[src/rtl/mux_rr_arbiter.sv]
// mux_rr_arbiter
//
// Round-robin arbiter that shares one 4:1 select-driven mux between four
// requesters (switch banks A..D = req[0]..req[3]). One requester at a time
// owns the mux. Ownership ends in one of three ways:
//   - the owner drops its request line,
//   - the owner reaches MAX_HOLD consecutive grant cycles (it is preempted),
//   - a reset.
// Every tenure is followed by one break-before-make GAP cycle and one IDLE
// arbitration cycle. The winner search starts one past the last-granted
// index, so a preempted requester that keeps asserting req drops to the
// lowest priority.
//
// Ports
//   clk        system clock, rising edge
//   rst        synchronous reset, active-high, overrides everything
//   en         arbitration enable; gates new grants, never preempts
//   req[3:0]   request per requester
//   gnt[3:0]   one-hot grant, registered
//   sel        mux select = index of the granted requester, registered;
//              holds the last granted index between tenures
//   sel_valid  high while a grant is active; qualifies sel
//   timeout    one-cycle pulse in the GAP that follows a MAX_HOLD preemption
//
// state | meaning
// ------+---------------------------------------------------------------
// IDLE  | no grant; arbitrate among req when en=1
// BUSY  | grant active for requester 'last'; hold counter running
// GAP   | one dead cycle after a tenure (break-before-make)

module mux_rr_arbiter #(
  parameter int SEL_WIDTH = 2,
  parameter int MAX_HOLD  = 8
) (
  input  logic                 clk,
  input  logic                 rst,
  input  logic                 en,
  input  logic [3:0]           req,
  output logic [3:0]           gnt,
  output logic [SEL_WIDTH-1:0] sel,
  output logic                 sel_valid,
  output logic                 timeout
);

  localparam int NUM_REQ = 4;

  // The counter only has to reach MAX_HOLD-1: the compare ends the tenure
  // before it could ever wrap.
  localparam int CNT_W = (MAX_HOLD > 2) ? $clog2(MAX_HOLD) : 1;
  localparam logic [CNT_W-1:0] CNT_LAST = CNT_W'(MAX_HOLD - 1);
  localparam logic [CNT_W-1:0] CNT_ONE  = CNT_W'(1);

  localparam logic [1:0] IDLE = 2'd0;
  localparam logic [1:0] BUSY = 2'd1;
  localparam logic [1:0] GAP  = 2'd2;

  logic [1:0]           state;
  logic [CNT_W-1:0]     cnt;
  logic [SEL_WIDTH-1:0] last;

  logic                 win_found;
  logic [SEL_WIDTH-1:0] win_idx;

  // Circular search starting at last+1. The index sum is SEL_WIDTH bits
  // wide, so it wraps modulo 4 on its own. Offset 4 lands back on 'last',
  // which is how a lone requester can win twice in a row.
  always_comb begin
    win_found = 1'b0;
    win_idx   = last;
    for (int k = 1; k <= NUM_REQ; k++) begin
      if (!win_found && req[last + SEL_WIDTH'(k)]) begin
        win_found = 1'b1;
        win_idx   = last + SEL_WIDTH'(k);
      end
    end
  end

  always_ff @(posedge clk) begin
    if (rst) begin
      state     <= IDLE;
      gnt       <= '0;
      sel       <= '0;
      sel_valid <= 1'b0;
      timeout   <= 1'b0;
      cnt       <= '0;
      last      <= '1;
    end else begin
      case (state)
        IDLE: begin
          if (en && win_found) begin
            gnt       <= 4'b0001 << win_idx;
            sel       <= win_idx;
            sel_valid <= 1'b1;
            cnt       <= '0;
            last      <= win_idx;
            state     <= BUSY;
          end
        end

        BUSY: begin
          // A release in the final cycle counts as a normal release, so no
          // timeout pulse is raised for it.
          if (!req[last]) begin
            gnt       <= '0;
            sel_valid <= 1'b0;
            state     <= GAP;
          end else if (cnt == CNT_LAST) begin
            gnt       <= '0;
            sel_valid <= 1'b0;
            timeout   <= 1'b1;
            state     <= GAP;
          end else begin
            cnt <= cnt + CNT_ONE;
          end
        end

        GAP: begin
          timeout <= 1'b0;
          state   <= IDLE;
        end

        default: begin
          gnt       <= '0;
          sel_valid <= 1'b0;
          timeout   <= 1'b0;
          state     <= IDLE;
        end
      endcase
    end
  end

endmodule

[config.mk]
export PLATFORM = sky130hd
export DESIGN_NAME = mux_rr_arbiter
export DESIGN_NICKNAME = d
export VERILOG_FILES = /design/src/rtl/mux_rr_arbiter.sv
export SDC_FILE = /design/constraint.sdc
export NUM_CORES = 1
export LEC_CHECK = 0
export CORE_MARGIN = 3
export CORE_UTILIZATION = 46
export DETAILED_ROUTE_END_ITERATION = 6
export HOLD_SLACK_MARGIN = 0.15
export PLACE_DENSITY = 0.7
export SLEW_MARGIN = 20
export SYNTH_ARGS = -nofsm -noshare
export SYNTH_HDL_FRONTEND = slang
export SYNTH_SLANG_ARGS = --single-unit
[constraint.sdc]
create_clock -name clk -period 2.85 [get_ports clk]
set_clock_uncertainty 0.2 [all_clocks]
set_input_delay 0.855 -clock clk [delete_from_list [all_inputs] [get_ports clk]]
set_output_delay 0.855 -clock clk [all_outputs]
set_load 0.02 [all_outputs]
# Word level (Yosys, flattened, before mapping)
# Cells that the tools add are included.
dict set report word_totals {
  regBits 15
  inputBits 7
  output_inout_bits 8
  elab_cells 75
}
dict set report classes {
  addsub 4
  n_lt_le_gt_ge 4
  eq_ne 8
  shift 1
  mux 35
  n_bitwise 2
  n_reduce_logical 14
}
# op count
set op_table {}
lappend op_table {{$mux W2} 7}
lappend op_table {{$mux W1} 13}
lappend op_table {{$lt A2 B3 Y1 const B} 4}
lappend op_table {{$mux W4} 3}
lappend op_table {{$pmux W4 S3} 1}
lappend op_table {{$mux W3} 3}
lappend op_table {{$bmux W1 S2} 4}
lappend op_table {{$ne A2 B2 Y1 const B} 4}
lappend op_table {{$pmux W3 S2} 1}
lappend op_table {{$reduce_and A3 Y1} 2}
lappend op_table {{$add A2 B2 Y2 const B} 2}
lappend op_table {{$logic_and A1 B1 Y1} 4}
lappend op_table {{$pmux W2 S2} 1}
lappend op_table {{$reduce_and A2 Y1} 2}
lappend op_table {{$reduce_and A4 Y1} 1}
lappend op_table {{$shl A1 B2 Y4 const A} 1}
lappend op_table {{$add A3 B1 Y3 const B} 1}
lappend op_table {{$eq A3 B3 Y1 const B} 1}
lappend op_table {{$logic_not A1 Y1} 3}
lappend op_table {{$ne A3 B3 Y1 const B} 1}
lappend op_table {{$pmux W1 S3} 1}
lappend op_table {{$add A2 B1 Y2 const B} 1}
lappend op_table {{$eq A2 B1 Y1 const B} 1}
lappend op_table {{$eq A2 B2 Y1 const B} 1}
lappend op_table {{4 further kinds} 5}

# Depth between registers and ports, before layout
dict set report depth {
  ltp_word 16
  mapped_depth 6
  depth_no_buf 6
}

# Least setup slack after synthesis
# OpenSTA, ideal clock, no wires.
dict set report synth_path {
  path_kind {in2reg}
  start {in req[2]}
  end {reg gnt[1]}
  t_arrival_ps 1964
  required_ps 2579
  setup_slack_ps 615
  cell_stages 5
  cell_sequence {nor4_1 or4b_1 clkbuf_1 or3_1 o2bb2ai_1}
}
dict set report synth_between {
  elab_chain_len 15
}
# element line
set synth_rtl {}
lappend synth_rtl {{from (decl)} 38} ;# input logic [3:0] req,
lappend synth_rtl {{$bmux W1 S2} 71} ;# if (!win_found && req[last + SEL_WIDTH'(k)]) begin
lappend synth_rtl {{$mux W1 (implied by the code)} 71}
lappend synth_rtl {{$mux W1} 71}
lappend synth_rtl {{$logic_not A1 Y1} 71}
lappend synth_rtl {{$logic_and A1 B1 Y1} 71}
lappend synth_rtl {{$mux W1} 71}
lappend synth_rtl {{$logic_not A1 Y1} 71}
lappend synth_rtl {{$logic_and A1 B1 Y1} 71}
lappend synth_rtl {{$mux W1} 71}
lappend synth_rtl {{$logic_not A1 Y1} 71}
lappend synth_rtl {{$logic_and A1 B1 Y1} 71}
lappend synth_rtl {{$mux W2 or $mux W1 (tied branches)} 71}
lappend synth_rtl {{$shl A1 B2 Y4 or $logic_and A1 B1 Y1 (tied branches)} {91, 90}}
lappend synth_rtl {{$mux W4 or $ne A2 B2 Y1 (tied branches)} --}
lappend synth_rtl {{$pmux W4 S3 or $reduce_and A3 Y1 (tied branches)} --}
lappend synth_rtl {{to (signal assigned)} 91} ;# gnt <= 4'b0001 << win_idx;
lappend synth_rtl {{to (decl)} 39} ;# output logic [3:0] gnt,
# Several ways; a longest one is shown, not always the timed one. The select of a mux whose other input is x is not followed.
# A chain may end at the register's enable or synchronous reset.

# Final worst setup path
dict set report layout_path {
  start {in req[0]}
  end {reg gnt[2]}
}
# Same word-level chain as after synthesis.

==> qor.csv <==
metric;value;unit
start_kind;primary input;
p_leak;0.4047;nW
hold_viol;0;
grt_pass1_vias;645;
combinationalPowerShare;0.281;
drtIter0Drc;9;
swShare;0.2912;
areaGrowthSynthToFinish;33.39;%
cts_tree;yes;
core-area;0.001415;mm2
synth_area_leaders;dfxtp_1 (40%), nand2b_1 (5.0%), nor2_1 (3.5%);
synth-compound-area-share;0.2387;
vdd_ir_drop_max;355.2;uV
core.rowCount;13;
cts.path.max_buffers;2;
diodes;0;
synth.top_cell.area_share;0.4007;
viasPerCell;5.692;
critical_path_class;in -> reg;
io_pins;15;
fin_crit;2.570;ns
postRouteAntennaNets;0;
synth_fa_ha_area_frac;0.03339;
synth-seq-cells;15;
synth_cell_types;34;
final_common_cell;dfxtp_1;
slew_viol_final;0;
ctsHoldBuffers;0;
required;2.88;ns
dp.final_hpwl;1.192;mm
cts.clk_slew.worst_paths;0.08;ns
syn_avg_cell_area;9.368;um2
io_buffers;14;
cts-resized-gates;0;
status;complete, no violations;
cts.htree.levels;1;
num_vias;683;
ys_seq_area_frac;0.4007;
post-route-period-util;0.9016;
critPathCaptureType;flop;
setup_viol;0;
firstDrtPassIters;3;
worst_pin_slew;0.4260;ns
yosys.area.top_type;dfxtp_1;
clkLatencyLatePin;0.28;ns
synth.mux.area_fraction;0.04174;
start_util;0.5296;
overflow;0;
grt_max_degree;14;
grt_setup_unrepaired;false;
synth-simple-area-share;0.2571;
die_w;46.37;um
die_y;46.37;um
cp.arrival;2.60;ns
routabilityCongestion;0.7717;
switchingPower;0.1467;mW
fill_cells;125;
pwr-share-clk;0.235;
antenna_found_initial;0;
fin_ws;0.2804;ns
final_cell_mix;dfxtp_1 (15), clkdlybuf4s50_1 (14), buf_4 (11), nor2_1 (7), nand2b_1 (6);
relSlewSlack;0.7120;
seq_area;300.3;um2
dieArea;0.002150;mm2
seqPwrFrac;0.484;
drc;0;
final_cell_area;999.7;um2
drive_gt1_frac;0.1619;
clock_sinks;15;
synth_nets;89;
cap_violations;0;
multi_input_area;427.9;um2
max_clock_freq;389.2;MHz
grt_first_pass_wirelength;2.684;mm
synthXorXnorAreaFrac;0;
synth_cells;80;
wl;1.575;mm
nNetsFinal;115;
wl_per_cell;13.13;um
tns;0;ns
total_power;0.5039;mW
hp-class;reg -> reg;
pre_cts_slack;0.007358;ns
placed_cell_area;973.4;um2
grt_usage;0.1775;
cts_inserted_buffers;3;
cts_setup_buffers;0;
p_int;0.3571;mW
yosys_warnings;0;
pwr_density_cell;504.0;mW/mm2
root_buffer;clkbuf_4;
crit_path_max_fanout;5;
syn_area;749.5;um2
final_util;0.7065;
synth_top_family_by_area;simple AND/OR/NAND/NOR gates;
## registers in the layout (all words and copies together) (netlist names)
name,count
timeout,1
cnt,3
last,2
gnt,4
sel,2
sel_valid,1
state,2
## kinds of logic after synthesis
kind of cell | count (synthesis)
adders and majority gates | 2
muxes | 3
buffers and inverters | 5
DFF | 15
and+or+nand+nor | 33
AOI/OAI and AO/OA | 22
## Yosys cell counts
library cell   n
a32o_1         2
and3b_1        1
nor4_1         1
a41oi_1        1
or3b_1         1
o22ai_1        2
nor2b_1        2
mux2i_1        2
a21oi_1        3
or3_1          4
a22oi_1        1
a311oi_2       1
ha_1           2
buf_2          2
nor3b_1        1
o221a_2        1
or2_1          1
nand2b_1       6
dfxtp_1       15
nor4b_1        2
o31ai_1        1
a22o_1         2
mux2_2         1
nor3_1         3
clkbuf_1       2
a211oi_1       2
o31a_1         2
o2bb2ai_1      2
nand2_1        3
nor2_1         7
inv_1          1
o41ai_1        1
or4b_1         1
o21ai_1        1
## critical path, stage by stage
cell and delay (ns):
clkdlybuf4s50_1 0.54, nor4_1 0.10, or4b_1 0.54, buf_4 0.18, nor2_1 0.19, a32o_1 0.19
## area by class of cell
| class | count | share of cell area |
|---|---|---|
| multi-input combinational | 60 | 0.4280 |
| timing repair buffer | 25 | 0.2228 |
| sequential | 15 | 0.3004 |
| clock buffer | 4 | 0.02628 |
| inverter | 1 | 0.003755 |
| tap | 15 | 0.01877 |
## stage by stage
step                      cells  hold slack (ns)
after CTS                   120           0.2783
after detailed placement    116           0.2554
after global placement      116           0.2524
after global routing        120           0.2936
after floorplan              80           0.2463
final                       120           0.2726
## routing by layer
metal | part of all wire | global-route usage | vias to the layer above
met3 | 0.029 | 0.03906 | 4
met4 | 0.022 | 0.1023 | 0
li1 | - | - | 362
met2 | 0.41 | 0.2610 | 11
met1 | 0.54 | 0.2353 | 306
met5 | 0 | 0 | -
## path summary, 6_finish.rpt
| kind | startpoint | slack (ns) | cells after the start | endpoint |
|---|---|---|---|---|
| worst max-delay path | req[0] | 0.28 | 6 | gnt[2] |
| worst min-delay path | gnt[0] | 0.27 | 1 | gnt[0] |
| worst max register to register | cnt[0] | 0.76 | 7 | gnt[3] |
| worst min register to register | gnt[0] | 0.27 | 1 | gnt[0] |
## power by group through the flow
| stage | sequential [mW] | combinational [mW] | clock, mW |
|---|---|---|---|
| floorplan | 0.251 | 0.0730 | 0 |
| global placement | 0.248 | 0.141 | 0 |
| detailed placement | 0.249 | 0.141 | 0 |
| CTS | 0.244 | 0.142 | 0.121 |
| global route | 0.248 | 0.154 | 0.133 |
| finish | 0.244 | 0.142 | 0.118 |
Note: power is estimated with default switching activity, not from simulation.
